**src/rtl/scoreboard_register_file.sv**
```systemverilog
// rtl/scoreboard_register_file.sv - register file with per-register pending (busy) scoreboard
//
// Purpose: multi-port register file for an issue stage. A reservation marks a
// destination register pending; the writeback clears it. Reads are combinational.
// They can optionally see same-cycle writeback data through a bypass path.
//
// Ports:
//   clk, rst          clock and synchronous active-high reset
//   rd_addr/rd_data   NUM_READ packed read ports (combinational)
//   rd_ready          per read port: value is not pending
//   wr_en/wr_addr/wr_data/wr_be   writeback with byte enables; also clears busy
//   rsv_en/rsv_addr   reservation request; rsv_grant is the combinational accept
//   flush             clear every pending mark, data untouched
//   busy_count        registered popcount of pending registers
module scoreboard_register_file #(
  parameter int REG_NUM   = 32,
  parameter int REG_WIDTH = 32,
  parameter int NUM_READ  = 2,
  parameter int ZERO_REG  = 1,
  parameter int BYPASS    = 1,
  localparam int ADDR_W   = $clog2(REG_NUM),
  localparam int BE_W     = REG_WIDTH / 8
) (
  input  logic                          clk,
  input  logic                          rst,
  input  logic [NUM_READ*ADDR_W-1:0]    rd_addr,
  output logic [NUM_READ*REG_WIDTH-1:0] rd_data,
  output logic [NUM_READ-1:0]           rd_ready,
  input  logic                          wr_en,
  input  logic [ADDR_W-1:0]             wr_addr,
  input  logic [REG_WIDTH-1:0]          wr_data,
  input  logic [BE_W-1:0]               wr_be,
  input  logic                          rsv_en,
  input  logic [ADDR_W-1:0]             rsv_addr,
  output logic                          rsv_grant,
  input  logic                          flush,
  output logic [ADDR_W:0]               busy_count
);

  // Storage is padded to a power of two so any address indexes a real entry;
  // entries at or above REG_NUM are never written and never marked busy.
  localparam int DEPTH = 1 << ADDR_W;
  localparam logic [ADDR_W:0] LIMIT = (ADDR_W+1)'(REG_NUM);

  function automatic logic in_range(input logic [ADDR_W-1:0] a);
    return {1'b0, a} < LIMIT;
  endfunction

  function automatic logic is_zero(input logic [ADDR_W-1:0] a);
    return (ZERO_REG != 0) && (a == '0);
  endfunction

  function automatic logic [ADDR_W:0] popcount(input logic [DEPTH-1:0] v);
    logic [ADDR_W:0] n;
    n = '0;
    for (int i = 0; i < DEPTH; i++) n = n + {{ADDR_W{1'b0}}, v[i]};
    return n;
  endfunction

  logic [REG_WIDTH-1:0] regs [DEPTH];
  logic [DEPTH-1:0]     busy;
  logic [DEPTH-1:0]     busy_next;
  logic                 wr_hit;
  logic [REG_WIDTH-1:0] wr_merged;

  // Write actually lands in storage (register 0 and out-of-range dropped).
  assign wr_hit = wr_en && in_range(wr_addr) && !is_zero(wr_addr);

  // Byte-merge of write data over the stored value; shared by the write and
  // the bypass path so both see identical results.
  always_comb begin
    wr_merged = regs[wr_addr];
    for (int b = 0; b < BE_W; b++) begin
      if (wr_be[b]) wr_merged[b*8 +: 8] = wr_data[b*8 +: 8];
    end
  end

  // A busy register may be re-reserved in the cycle its writeback arrives.
  assign rsv_grant = rsv_en && !flush && in_range(rsv_addr) &&
                     (!busy[rsv_addr] || (wr_en && (wr_addr == rsv_addr)));

  // Reservation set is applied after the write clear so it wins on collision.
  always_comb begin
    busy_next = busy;
    if (flush) begin
      busy_next = '0;
    end else begin
      if (wr_en) busy_next[wr_addr] = 1'b0;
      if (rsv_grant && !is_zero(rsv_addr)) busy_next[rsv_addr] = 1'b1;
    end
    for (int i = REG_NUM; i < DEPTH; i++) busy_next[i] = 1'b0;
  end

  always_ff @(posedge clk) begin
    if (rst) begin
      for (int i = 0; i < DEPTH; i++) regs[i] <= '0;
      busy       <= '0;
      busy_count <= '0;
    end else begin
      if (wr_hit) regs[wr_addr] <= wr_merged;
      busy       <= busy_next;
      busy_count <= popcount(busy_next);
    end
  end

  genvar k;
  generate
    for (k = 0; k < NUM_READ; k++) begin : g_rd
      logic [ADDR_W-1:0] ra;
      logic              valid;
      logic              zero;
      logic              fwd;

      assign ra    = rd_addr[k*ADDR_W +: ADDR_W];
      assign valid = in_range(ra);
      assign zero  = is_zero(ra);
      assign fwd   = (BYPASS != 0) && wr_hit && (wr_addr == ra);

      assign rd_data[k*REG_WIDTH +: REG_WIDTH] =
        (!valid || zero) ? '0 : (fwd ? wr_merged : regs[ra]);
      assign rd_ready[k] = valid && (zero || fwd || !busy[ra]);
    end
  endgenerate

endmodule

```
**config.mk**
```make
export PLATFORM = sky130hd
export DESIGN_NAME = scoreboard_register_file
export DESIGN_NICKNAME = d
export VERILOG_FILES = /design/src/rtl/scoreboard_register_file.sv
export SDC_FILE = /design/constraint.sdc
export NUM_CORES = 2
export LEC_CHECK = 0
export ABC_CLOCK_PERIOD_IN_PS = 14700
export CAP_MARGIN = 20
export CORE_MARGIN = 2
export CORE_UTILIZATION = 40
export CTS_BUF_LIST = sky130_fd_sc_hd__clkbuf_8
export CTS_CLUSTER_DIAMETER = 100
export DETAILED_ROUTE_END_ITERATION = 12
export HOLD_SLACK_MARGIN = 0.12
export PLACE_DENSITY = 0.67
export SYNTH_ARGS = -nofsm -noshare
export SYNTH_HDL_FRONTEND = slang
export SYNTH_SLANG_ARGS = --single-unit
```
**constraint.sdc**
```tcl
create_clock -name clk -period 14.7 [get_ports clk]
set_input_delay 2.205 -clock clk [delete_from_list [all_inputs] [get_ports clk]]
set_output_delay 2.205 -clock clk [all_outputs]
set_load 0.05 [all_outputs]
```
After elaboration in Yosys (flattened, before gate mapping)
Memories as Yosys holds them, arrays and structs flattened.
Index checks and enable logic that the tools add are counted.
Word-level totals
  register bits: 38
  RAM bits: 1024
  input port bits: 61
  logic and storage cells: 101
  memories kept: 1
Cells by class
  add/subtract/negate cells: 31
  order comparisons: 6
  equal/unequal tests: 3
  mux-type cells: 30
  bitwise gates (word level): 3
  reductions and logical operators: 25
Memory list
  regs: depth 32, width 32, rd ports 3, clocked after Yosys merged registers in 0, wr ports 32, line 60  | logic [REG_WIDTH-1:0] regs [DEPTH];
Operator list (number)
  $mux W32: 9
  $add A6 B1 Y6: 26
  $and A32 B32 Y32: 1
  $mux W8: 4
  $not A32 Y32: 1
  $or A32 B32 Y32: 1
  $reduce_or A32 Y1: 1
  $lt A5 B6 Y1 const B: 4
  $logic_not A5 Y1: 4
  $bmux W1 S5: 3
  $eq A5 B5 Y1: 3
  $mux W1: 11
  $demux W1 S5: 2
  $ge A5 B1 Y1 const B: 2
  $logic_and A1 B1 Y1: 9
  $add A5 B1 Y6: 1
  $logic_not A1 Y1: 6
  $add A4 B1 Y5: 1
  $logic_or A1 B1 Y1: 5
  $mux W5: 1
  $add A3 B1 Y4: 1
  $add A2 B1 Y3: 1
  $add A1 B1 Y2: 1

Longest topological paths before layout
  depth after elaboration: 42
  depth in mapped cells: 27

Least setup slack after synthesis
No wires, ideal clock.
  path kind: input port to flip-flop
  start point: in rsv_addr[1]
  end point: reg busy_count[4]
  library setup time: 128 ps
  arrival time: 8024 ps
  data required time: 14572 ps
  setup slack: 6549 ps
  cell stages on the path: 21
  path through: buf_6 > mux2_2 > a222oi_1 > a31oi_1 > buf_2 > o32a_1 > fa_1 > fa_1 > inv_1 > fa_1 > inv_1 > fa_1 > fa_1 > fa_1 > inv_1 > ha_1 > fa_1 > a21o_1 > a21oi_1 > xor2_1 > nor2_1
Between the ends
  longest elaborated chain between the ends: 39
Ends and longest elaborated chain
  start: declaration: line 34  | input logic [ADDR_W-1:0] rsv_addr,
  parallel branches: the longest is 6 deep, another holds $lt A5 B6 Y1
  $mux W32 *: line 89  | if (rsv_grant && !is_zero(rsv_addr)) busy_next[rsv_addr] = 1'b1;
  $mux W32 *: line 85  | if (flush) begin
  $add A1 B1 Y2: line 56  | for (int i = 0; i < DEPTH; i++) n = n + {{ADDR_W{1'b0}}, v[i]};
  $add A2 B1 Y3: line 56
  $add A3 B1 Y4: line 56
  $add A4 B1 Y5: line 56
  $add A5 B1 Y6: line 56
  $add A6 B1 Y6 (25 in series): line 56
  $add A6 B1 Y6 *: line 56
  end signal: assignment: line 102  | busy_count <= popcount(busy_next);
  end: declaration: line 37  | output logic [ADDR_W:0] busy_count
Mark *: on every way between the ends. The select of a mux whose other input is x is not followed.
A chain may end at the register's enable or synchronous reset.

Worst setup path in the final report
  start point: in wr_addr[0]
  end point: out rd_data[20]
Between the ends
  longest elaborated chain between the ends: 6
Ends and longest elaborated chain
  start: declaration: line 30  | input logic [ADDR_W-1:0] wr_addr,
  parallel branches: the longest is 4 deep, another holds $mem_v2 Z32 W32
  $mux W32 * (2 in series): line 120  | (!valid || zero) ? '0 : (fwd ? wr_merged : regs[ra]);
  end: declaration: line 27  | output logic [NUM_READ*REG_WIDTH-1:0] rd_data,
Mark *: on every way between the ends.

==> summary.md <==
| Metric | Value |
|---|---|
| Outcome | `completed` |
| HP Class | `reg2reg` |
| Critical Path Source Type | `input port` |
| Most frequent cell after synthesis | `nor2_1` |
| CTS Buffer Depth | `3` |
| Tmin final | `10.62 ns` |
| Reg clk slew, reported paths | `0.07 ns` |
| Fin crit share | `72.3%` |
| Syn_area_per_cell | `13.2 um2` |
| Vias per Instance | `7.36` |
| Clock Latency Late Sink | `0.95 ns` |
| Via count | `52120` |
| Reg-to-reg critical path endpoint | `busy_count[4]` |
| 1st-pass router iterations | `7` |
| Post-synth EDFFs | `1024` |
| FF-to-FF Start | `busy[4]` |
| Ports | `134` |
| Hold Buf Count CTS | `0` |
| Hold endpoint | `busy[1]` |
| DP HPWL | `160 mm` |
| FF/Latch Area | `0.0315 mm2` |
| Post-CTS setup buffer count | `0` |
| Antenna Nets Post-Route | `0` |
| Post-synth top cells | `nor2_1, edfxtp_1, mux4_2` |
| Sink Count | `1062` |
| Synth Warn # | `0` |
| Post-synth top area share | `48.0%` |
| Std-Cell Rows | `146` |
| Area grow syn2layout | `10.2%` |
| Yosys top cell by area | `edfxtp_1` |
| Power Dens Cells | `104 mW/mm2` |
| Min-delay src | `busy[1]` |
| Post-synthesis cell area | `0.0640 mm2` |
| Core Footprint | `0.159 mm2` |
| NumNets Final | `4951` |
| Initial Util | `40.3%` |
| DRC viols | `0` |
| Worst reg2reg setup slack | `7.94 ns` |
| Count of state elements after synthesis | `1062` |
| Met2 GRT Util | `45.7%` |
| GR Util met3 | `16.4%` |
| Routed WL | `277 mm` |
| Synth top area cells | `edfxtp_1, mux4_2, nor2_1, mux2i_1, a22oi_1` |
| Placed Area | `0.0673 mm2` |
| FFs w/ async S/R, synth | `0%` |
| Met1 Usage GRT | `41.4%` |
| Post-Layout Cell Count | `7080` |
| MaxCap Viol Count | `0` |
| H-tree Lvls | `4` |
| Initial antenna violation count | `23` |
| Iteration-0 DRC Markers | `10248` |
| Leakage | `0.0257 uW` |
| Grt ovf | `0` |
| Share of cells above drive strength 1 | `23.8%` |
| Total die area | `0.163 mm2` |
| Chip height | `404 um` |
| CTS tree | `done` |
| Hold Path Stages | `2` |
| Final Cell Area | `0.0706 mm2` |
| Most Crowded Layer GR | `met2` |
| Seq/Total Area, Yosys | `49.2%` |
| Max-slew violation count | `0` |
| Unrepaired setup endpoints after global routing | `no` |
| First-pass GRT wire length | `381 mm` |
| Fmax | `94.1 MHz` |
| Resized Gates After CTS | `0` |
| Multi-input logic area | `0.0303 mm2` |
| TritonCTS Buffers | `181` |
| CP required | `12.49 ns` |
| Setup total negative slack | `0 ns` |
| Final setup fails | `0` |
| Final hold vios | `0` |
| Yosys cell types | `74` |
| Synth Flop Type | `edfxtp_1` |
| Crit-path max FO | `36` |
| Mapped Cells | `4864` |
| Worst vdd ir | `0.0905 mV` |
| Worst EP arrival | `8.42 ns` |
| Root Driver | `clkbuf_8` |
| Worst setup EP type | `output pin` |
| Placed insts | `6744` |
| R2R cell count | `21` |
| Vias in the first global route | `49725` |
| Least-Margin Pin Slew | `1.40 ns` |
| Die Wd | `404 um` |
| GRT Overall Usage | `33.2%` |
| Port bufs | `133` |
| Largest net degree at the start of global routing | `132` |
| GP Congestion | `0.969` |
| Relative slew slack | `6.62%` |
| Drt wl/cell | `39.1 um` |
| Clk_skew | `0.0634 ns` |
| Worst setup path class | `in2out` |
| Filler cell count | `14197` |
## where the power goes
part | leakage (uW) | internal [uW] | switching [uW]
Clock | 0.00190 | 1200 | 1300
Combinational | 0.0129 | 452 | 898
Sequential | 0.0109 | 3430 | 85.5
Total | 0.0257 | 5080 | 2290
## registers in the layout, summed over array words and instances, names as in the netlist
| signal | count |
|---|---|
| regs | 1024 |
| busy | 32 |
| busy_count | 6 |
## metal layers
| metal | routed length, um | vias to the layer above | part of all wire, % |
|---|---|---|---|
| met5 | 364 | - | 0.13 |
| met4 | 22200 | 32 | 8.0 |
| met3 | 53500 | 1446 | 19 |
| met2 | 112000 | 5859 | 40 |
| met1 | 88600 | 25744 | 32 |
| li1 | - | 19039 | - |
## worst max-delay path, stage by stage
cell	delay [ns]
clkbuf_8	0.30
buf_4	0.49
or4_2	0.75
buf_4	0.38
o21ai_0	0.25
or4_2	0.15
buf_4	0.57
nand2_2	0.94
o221ai_1	1.30
clkdlybuf4s50_1	1.00
## per-stage QoR
stage	setup WS (ns)	util [%]	total power [uW]	hold WS [ns]
after global placement	4.29	42.4	4840	0.581
after floorplan	6.55	-	4360	0.498
final	4.08	44.5	7370	0.596
after global routing	4.39	44.5	7490	0.647
after CTS	4.45	44.4	7280	0.587
after detailed placement	4.46	42.4	4850	0.567
## kinds of logic (layout without fill, tap and decap cells)
kind of cell | count (synthesis) | count (layout) | synth area share, %
xor gates and xnor gates | 18 | 18 | 0.246
and+or+nand+nor | 1524 | 1524 | 9.89
other | 1 | 39 | 0.00586
buffers and inverters | 574 | 680 | 4.14
muxes | 968 | 968 | 27.7
DFF | 1062 | 1062 | 49.2
AOI/OAI and AO/OA | 686 | 686 | 7.88
adders and majority gates | 31 | 31 | 0.887
## cell usage in the layout (no fill, tap or decap), types with 45 or more instances in the layout
| cell | n |
|---|---|
| nor2_1 | 1097 |
| buf_4 | 168 |
| a21oi_1 | 45 |
| mux4_2 | 645 |
| a22o_1 | 74 |
| o22ai_1 | 109 |
| clkbuf_8 | 189 |
| edfxtp_1 | 1024 |
| clkdlybuf4s50_1 | 121 |
| o221ai_1 | 51 |
| a22oi_1 | 190 |
| inv_1 | 116 |
| o21ai_0 | 62 |
| nand2_1 | 169 |
| mux2i_1 | 319 |
## layout make-up
type	count	area share [%]
diodes	7	0.0248
clock buffers	188	3.67
clock inverters	137	0.854
inverters	45	0.239
multi-input cells	3259	43.0
flip-flops and latches	1062	44.6
well taps	2072	3.67
repair buffers	310	3.92
## worst max-delay path by stage
stage	start	endpoint
after floorplan	rsv_addr[1]	busy_count[4]
after global placement	wr_addr[0]	rd_data[19]
after detailed placement	wr_addr[1]	rd_data[42]
after CTS	wr_addr[1]	rd_data[42]
after global routing	wr_addr[0]	rd_data[20]
final	wr_addr[0]	rd_data[20]
Power figures use the tool's default switching activity.
